## src/rtl/param_data_buffer.sv

```systemverilog
// Single-port circular data buffer shared by the USB receive/transmit paths and the host bus.
// Writes: rx side has priority over tx side. Reads: tx_packet_data has priority over rx_data.
module param_data_buffer #(
  parameter  int DATA_W = 8,
  parameter  int DEPTH  = 64,
  localparam int PTR_W  = $clog2(DEPTH),
  localparam int CNT_W  = $clog2(DEPTH + 1)
) (
  input  logic              clk,
  input  logic              n_rst,
  input  logic              clear,
  input  logic              flush,
  input  logic              store_rx_packet_data,
  input  logic [DATA_W-1:0] rx_packet_data,
  input  logic              store_tx_data,
  input  logic [DATA_W-1:0] tx_data,
  input  logic              get_rx_data,
  input  logic              get_tx_packet_data,
  output logic [DATA_W-1:0] rx_data,
  output logic [DATA_W-1:0] tx_packet_data,
  output logic [CNT_W-1:0]  buffer_occupancy,
  output logic              empty,
  output logic              full,
  output logic              overflow,
  output logic              underflow,
  output logic              write_conflict
);

  logic [DATA_W-1:0] mem_q [DEPTH];

  logic [PTR_W-1:0]  wr_ptr_q, wr_ptr_d;
  logic [PTR_W-1:0]  rd_ptr_q, rd_ptr_d;
  logic [CNT_W-1:0]  occ_q, occ_d;
  logic [DATA_W-1:0] rx_data_q, tx_pkt_q;
  logic              ovf_q, ovf_d;
  logic              unf_q, unf_d;
  logic              wcf_q, wcf_d;

  logic              drop_all;
  logic              rd_req, wr_req;
  logic              rd_acc, wr_acc;
  logic              full_w;
  logic [DATA_W-1:0] wr_word;

  // Pointers wrap explicitly so non-power-of-two depths stay in range.
  function automatic logic [PTR_W-1:0] ptr_inc(input logic [PTR_W-1:0] p);
    ptr_inc = (p == PTR_W'(DEPTH - 1)) ? '0 : p + 1'b1;
  endfunction

  always_comb begin
    drop_all = clear | flush;
    rd_req   = get_tx_packet_data | get_rx_data;
    wr_req   = store_rx_packet_data | store_tx_data;
    full_w   = (occ_q == CNT_W'(DEPTH));
    // No read-through-empty bypass; a full buffer accepts a write only alongside a read.
    rd_acc   = rd_req & ~drop_all & (occ_q != '0);
    wr_acc   = wr_req & ~drop_all & (~full_w | rd_acc);
    wr_word  = store_rx_packet_data ? rx_packet_data : tx_data;
  end

  always_comb begin
    wr_ptr_d = wr_ptr_q;
    rd_ptr_d = rd_ptr_q;
    occ_d    = occ_q;
    ovf_d    = ovf_q;
    unf_d    = unf_q;
    wcf_d    = wcf_q;

    if (drop_all) begin
      wr_ptr_d = '0;
      rd_ptr_d = '0;
      occ_d    = '0;
      if (clear) begin
        ovf_d = 1'b0;
        unf_d = 1'b0;
        wcf_d = 1'b0;
      end
    end else begin
      if (wr_acc) wr_ptr_d = ptr_inc(wr_ptr_q);
      if (rd_acc) rd_ptr_d = ptr_inc(rd_ptr_q);
      unique case ({wr_acc, rd_acc})
        2'b10:   occ_d = occ_q + 1'b1;
        2'b01:   occ_d = occ_q - 1'b1;
        default: occ_d = occ_q;
      endcase
      if (wr_req && !wr_acc)                        ovf_d = 1'b1;
      if (rd_req && !rd_acc)                        unf_d = 1'b1;
      if (store_rx_packet_data && store_tx_data)    wcf_d = 1'b1;
    end
  end

  always_ff @(posedge clk or negedge n_rst) begin
    if (!n_rst) begin
      wr_ptr_q  <= '0;
      rd_ptr_q  <= '0;
      occ_q     <= '0;
      rx_data_q <= '0;
      tx_pkt_q  <= '0;
      ovf_q     <= 1'b0;
      unf_q     <= 1'b0;
      wcf_q     <= 1'b0;
    end else begin
      wr_ptr_q <= wr_ptr_d;
      rd_ptr_q <= rd_ptr_d;
      occ_q    <= occ_d;
      ovf_q    <= ovf_d;
      unf_q    <= unf_d;
      wcf_q    <= wcf_d;
      // The read that loses arbitration leaves its output untouched.
      if (rd_acc && get_tx_packet_data) tx_pkt_q  <= mem_q[rd_ptr_q];
      else if (rd_acc)                  rx_data_q <= mem_q[rd_ptr_q];
    end
  end

  // Storage carries no reset; stale contents are unreachable once pointers are cleared.
  always_ff @(posedge clk) begin
    if (wr_acc) mem_q[wr_ptr_q] <= wr_word;
  end

  assign rx_data          = rx_data_q;
  assign tx_packet_data   = tx_pkt_q;
  assign buffer_occupancy = occ_q;
  assign empty            = (occ_q == '0);
  assign full             = full_w;
  assign overflow         = ovf_q;
  assign underflow        = unf_q;
  assign write_conflict   = wcf_q;

endmodule

```

## config.mk

```make
export PLATFORM = sky130hd
export DESIGN_NAME = param_data_buffer
export DESIGN_NICKNAME = d
export VERILOG_FILES = /design/src/rtl/param_data_buffer.sv
export SDC_FILE = /design/constraint.sdc
export NUM_CORES = 1
export LEC_CHECK = 0
export ABC_AREA = 0
export BUFFER_PORTS_ARGS = -buffer_cell sky130_fd_sc_hd__buf_2
export CORE_UTILIZATION = 50
export DETAILED_ROUTE_END_ITERATION = 6
export GPL_ROUTABILITY_DRIVEN = 1
export PLACE_DENSITY = 0.79
export SKIP_LAST_GASP = 1
export SYNTH_ARGS = -nofsm -noshare
export SYNTH_HDL_FRONTEND = slang
export SYNTH_SLANG_ARGS = --single-unit
```

## constraint.sdc

```tcl
create_clock -name clk -period 2.7 [get_ports clk]
set_clock_uncertainty 0.2 [all_clocks]
set_input_delay 0.54 -clock clk [delete_from_list [all_inputs] [get_ports clk]]
set_output_delay 0.54 -clock clk [all_outputs]
set_load 0.01 [all_outputs]
```

# Yosys cells after proc, flatten, opt, wreduce, memory -nomap -nowiden
# Memories as Yosys holds them, arrays and structs flattened.
# Index checks and enable logic that the tools add are counted.
word_totals:
  n_memories: 1
  mem_bits_rw: 512
  rom_bits: 0
  latch_bits: 0
  word_cells: 66
  register_bits: 38
op_classes:
  n_lt_le_gt_ge: 0
  bitwise: 11
  reduce_logical: 18
  n_addsub: 4
  shift: 0
  div: 0
  mux: 18
  eq_ne: 6
  mul: 0
memory_table:
  columns: ["name", "words", "word_bits", "rd", "rd_ports_with_merged_regs", "write_ports", "line", "rtl"]
  rows:
  - ["mem_q", 64, 8, 1, 0, 1, "29", "logic [DATA_W-1:0] mem_q [DEPTH];"]
ops:
  columns: ["op", "n"]
  rows:
  - ["two-way mux 6 bit", 6]
  - ["case mux 7 bit (2 select lines)", 1]
  - ["adder 6 x 1 -> 6 bit, second input constant", 2]
  - ["== test 6 bit, second input constant", 2]
  - ["nonzero test 2 bit", 5]
  - ["two-way mux 1 bit", 9]
  - ["two-way mux 8 bit", 1]
  - ["AND reduction 2 bit", 4]
  - ["adder 7 x 1 -> 7 bit, second input constant", 1]
  - ["== test 7 bit, second input constant", 1]
  - ["logical NOT 7 bit", 1]
  - ["two-way mux 7 bit", 1]
  - ["nonzero test 7 bit", 1]
  - ["subtractor 7 x 1 -> 7 bit, second input constant", 1]
  - ["bitwise AND 1 bit", 4]
  - ["logical AND 1 bit", 4]
  - ["bitwise OR 1 bit", 4]
  - ["inverter 1 bit", 3]
  - ["nonzero test 3 bit", 1]
  - ["== test 2 x 1 -> 1 bit, second input constant", 1]
  - ["== test 2 bit, second input constant", 1]
  - ["logical NOT 1 bit", 2]
  - ["!= test 2 bit, second input constant", 1]

# Depth between registers and ports, before layout
depth:
  depth_word: 10
  depth_mapped: 12
  depth_no_buf: 11

# Least setup slack after synthesis
# Ideal clock, no wire load.
synth_path:
  kind: "input -> register"
  start: "input flush"
  end: "register occ_q[6] (netlist: buffer_occupancy[6])"
  stages: 11
  setup_ns: 0.079
  t_required_ns: 2.421
  arrival_time_ns: 3.200
  path_slack_ns: -0.780
  cell_sequence: "or2_2 buf_2 a311o_1 nor3_1 ha_1 nor2b_1 o21ai_0 nand2b_1 a31oi_1 mux2i_1 mux2i_1"
synth_between:
  elab_chain_cells: 9
  word_cells_on_any_way: 12
synth_rtl:
  columns: ["item", "line", "rtl"]
  rows:
  - ["start, declared", "12", "input logic flush,"]
  - ["bitwise OR 1 bit (*)", "51", "drop_all = clear | flush;"]
  - ["inverter 1 bit", "56, 57", null]
  - ["bitwise AND 1 bit (2 in series)", "56", "rd_acc = rd_req & ~drop_all & (occ_q != '0);"]
  - ["bitwise OR 1 bit", "57", "wr_acc = wr_req & ~drop_all & (~full_w | rd_acc);"]
  - ["bitwise AND 1 bit", "57", null]
  - ["== test 2 x 1 -> 1 bit / == test 2 bit (equally long branches)", "81", "unique case ({wr_acc, rd_acc})"]
  - ["case mux 7 bit (2 select lines)", "81", null]
  - ["two-way mux 7 bit", "69", "if (drop_all) begin"]
  - ["end signal, assigned", "96", "occ_q <= '0;"]
  - ["end signal, assigned", "105", "occ_q <= occ_d;"]
  - ["end, declared", "33", "logic [CNT_W-1:0] occ_q, occ_d;"]
# Every way passes the cells marked *; elsewhere a longest branch is shown, timed or not.
# A chain may end at the register's enable or synchronous reset.

# Worst setup path in the final report
layout_path:
  start: "register rd_ptr_q[1]"
  end: "register tx_pkt_q[4] (netlist: tx_packet_data[4]), read port of mem_q"
layout_between:
  elab_chain_cells: 1
layout_rtl:
  columns: ["item", "line", "rtl"]
  rows:
  - ["start, declared", "32", "logic [PTR_W-1:0] rd_ptr_q, rd_ptr_d;"]
  - ["start signal, assigned", "104", "rd_ptr_q <= rd_ptr_d;"]
  - ["memory (64 x 8 bit)", null, null]
  - ["end, declared", "34", "logic [DATA_W-1:0] rx_data_q, tx_pkt_q;"]
# Every way passes these cells.

==> out/metrics.cfg <==
[run_status]
status = finished, violations left
violations = negative setup slack

[timing]
post-route-period-util = 1.058
setup_slack_ns = -0.1554
worst_pin_slew_ns = 1.344
slew_headroom = 0.1043
rsz0062_at_grt = true
timing.fmax_mhz = 350.2
setup_viol = 16
hold_violations = 0
whs_ns = 0.04145
maxSlewViolCount = 0
period_needed_ns = 2.855

[placed_design]
globalplace.congestion = 0.8924
dp_slack_ns = -0.4061
portBuffers = 51
hpwl_um = 33210
dpl_cell_area_mm2 = 0.02443

[drt]
ant_nets = 0
wl_per_cell_um = 25.40
drtIter0Drc = 1381
via_per_inst = 6.042
wl_um = 53100
first_pass_iters = 5
vias = 12630
drc_errors = 0

[clock_network]
cts_tree = built
cts_root_buf = clkbuf_16
cts.clk_slew.worst_paths_ns = 0.07
numCtsBuffers = 53
clock-sinks = 550
cts_max_level = 2
clock_latency_ns = 0.60
clk_path_buf_depth = 3

[yosys]
yosys-top-cells-count = edfxtp_1, nor2_1, mux4_2
synth_edf_count = 512
synth.yosys.seq_area_share = 0.7398
yosys-top-cells-area = edfxtp_1, mux4_2, dfrtp_1
syn-num-nets = 1215
syn_area_mm2 = 0.02207
yosys_warnings = 0
yosysTopAreaCellShare = 0.6967
synth_most_common_cell = edfxtp_1
yosys.area.top_type = edfxtp_1
synth_seq_cells = 550
synth_flop_cell = edfxtp_1
syn-instance-count = 1183
avgSynthCellArea_um2 = 18.65
synth-async-reset-ratio = 0.06909
synth_cell_types = 59

[global_route]
grt_pass1_vias = 12750
gr-total-overflow = 0
grt_first_pass_wirelength_um = 78580
grt_use_total = 0.2402
grt_antenna_before_repair = 1
grt_max_degree = 65

[critical_path]
arrival_ns = 3.14
required_ns = 2.99
path_max_fanout = 7
cp-end-kind = register
crit_type = register to register
reg2reg_slack_ns = -0.16
r2r_start = rd_ptr_q[1]
rr_worst_depth = 7
start_kind = register
rr_endpoint = tx_packet_data[4]

[die]
die_h_um = 212.1
coreArea_mm2 = 0.04327
initial_utilization = 0.5101
die_area_mm2 = 0.04498
rows = 76
io_pins = 52
dieWidth_um = 212.1

[cells_and_area]
synthToLayoutAreaGrowth_pct = 21.63
drive_gt1_frac = 0.3601
nets = 1496
antenna_cells = 0
fin_area_mm2 = 0.02684
layout.filler_cells = 2819

[power_and_ir_drop]
power_leakage_nw = 8.960
peakVddDrop_uv = 563.5
p_per_area_mw_per_mm2 = 643.0

[min_path]
hold_depth = 3
hold_end = write_conflict
worstHoldStart = clear
min_path_type = input port to register

[flow_run]
max_cap_violations = 0

routing by layer:
metal	GRT usage	wire [um]	part of all wire	vias up
li1	-	-	-	5330
met1	0.3147	20070	0.38	6411
met2	0.3943	25790	0.49	729
met3	0.05052	5148	0.097	156
met4	0.09495	2081	0.039	2
met5	0	9	0.00017	-
critical path: stages (launching register included):
cell and delay, ns:
dfrtp_4 0.55, buf_12 0.18, mux4_2 0.53, mux4_2 0.56, mux2i_1 0.18, buf_4 0.16, a32oi_4 0.07, mux2_4 0.29
final cells by class:
type                            count  area (um^2)  area share
Sequential cell                   550        16330      0.6085
Multi-Input combinational cell    561         5738      0.2138
Timing Repair Buffer              290         2331     0.08684
Clock buffer                       62         1360     0.05067
Tap cell                          585        732.0     0.02727
Clock inverter                     34        316.6     0.01179
Inverter                            8        30.03    0.001119
flip-flops by register name, indices dropped and copies added, names as in the netlist:
| signal | count |
|---|---|
| mem_q | 512 |
| rx_data | 8 |
| tx_packet_data | 8 |
| buffer_occupancy | 7 |
| rd_ptr_q | 6 |
| wr_ptr_q | 6 |
| overflow | 1 |
| underflow | 1 |
| write_conflict | 1 |
worst max-delay path by stage:
stage                        start             endpoint  slack (ns)  depth (start not counted)
2_1_floorplan                flush  buffer_occupancy[6]       -0.37                         11
3_3_place_gp                 flush  buffer_occupancy[6]       -0.34                         12
3_5_place_dp                 flush  buffer_occupancy[6]       -0.41                         12
4_1_cts                rd_ptr_q[1]           rx_data[4]       -0.11                          7
5_1_grt        buffer_occupancy[0]  buffer_occupancy[6]       -0.23                         11
6_report               rd_ptr_q[1]    tx_packet_data[4]       -0.16                          7
layout by cell type (no fill, tap or decap), types with 6 or more instances in the layout:
| cell | synthesis | routed |
|---|---|---|
| a21oi_1 | 20 | 16 |
| a22oi_1 | 31 | 28 |
| a31oi_1 | 7 | 6 |
| and2_1 | 8 | 7 |
| buf_12 | 0 | 9 |
| buf_2 | 25 | 51 |
| buf_4 | 10 | 210 |
| buf_6 | 2 | 11 |
| clkbuf_1 | 20 | 9 |
| clkbuf_16 | 0 | 54 |
| clkinv_1 | 0 | 11 |
| clkinv_2 | 0 | 11 |
| dfrtp_1 | 38 | 35 |
| edfxtp_1 | 512 | 512 |
| inv_1 | 7 | 7 |
| mux2_2 | 20 | 11 |
| mux2_4 | 0 | 9 |
| mux2i_1 | 80 | 79 |
| mux4_2 | 100 | 100 |
| nand2_1 | 34 | 33 |
| nand2b_1 | 8 | 8 |
| nand3_1 | 18 | 17 |
| nand3b_1 | 9 | 9 |
| nor2_1 | 104 | 103 |
| nor2b_1 | 13 | 10 |
| nor3_1 | 10 | 7 |
| o21ai_0 | 10 | 6 |
| o22ai_1 | 8 | 7 |
logic make-up (layout without fill, tap and decap cells):
logic type / Yosys count / count (layout) / synth area share
muxes: 201 / 201 / 0.1497
buffers and inverters: 72 / 394 / 0.01604
and+or+nand+nor: 233 / 233 / 0.05086
adders and majority gates: 8 / 8 / 0.004876
DFF: 550 / 550 / 0.7398
xor gates and xnor gates: 8 / 8 / 0.003175
AOI/OAI and AO/OA: 111 / 111 / 0.03555
report_power, final:
| group | switching, W | internal (W) | leakage (nW) |
|---|---|---|---|
| Combinational | 0.000358 | 0.000185 | 3.03 |
| Sequential | 0.0000346 | 0.00944 | 5.11 |
| Clock | 0.00315 | 0.00409 | 0.822 |
| Total | 0.00354 | 0.0137 | 8.96 |
what timing repair did:
item / 4_1_cts / 5_1_grt
endpoints found under the hold margin: 38 / 0
buffers inserted: 8 / 19
pin swaps: 6 / 26
resized for setup: 43 / 40
endpoints found under the setup margin: 22 / 76
cloned: 3 / 1
hold buffers: 1 / 0
per-stage QoR:
stage | utilization | setup TNS, ns | power [W] | cells
3_3_place_gp | 0.5647 | -6.947 | 0.01013 | 1964
2_1_floorplan | - | -1.466 | 0.009882 | 1183
4_1_cts | 0.6123 | -1.216 | 0.01733 | 2072
3_5_place_dp | 0.5647 | -30.97 | 0.01016 | 1964
6_report | 0.6204 | -1.454 | 0.01726 | 2090
5_1_grt | 0.6204 | -2.783 | 0.01769 | 2090
Note: power is estimated with default switching activity, not from simulation.
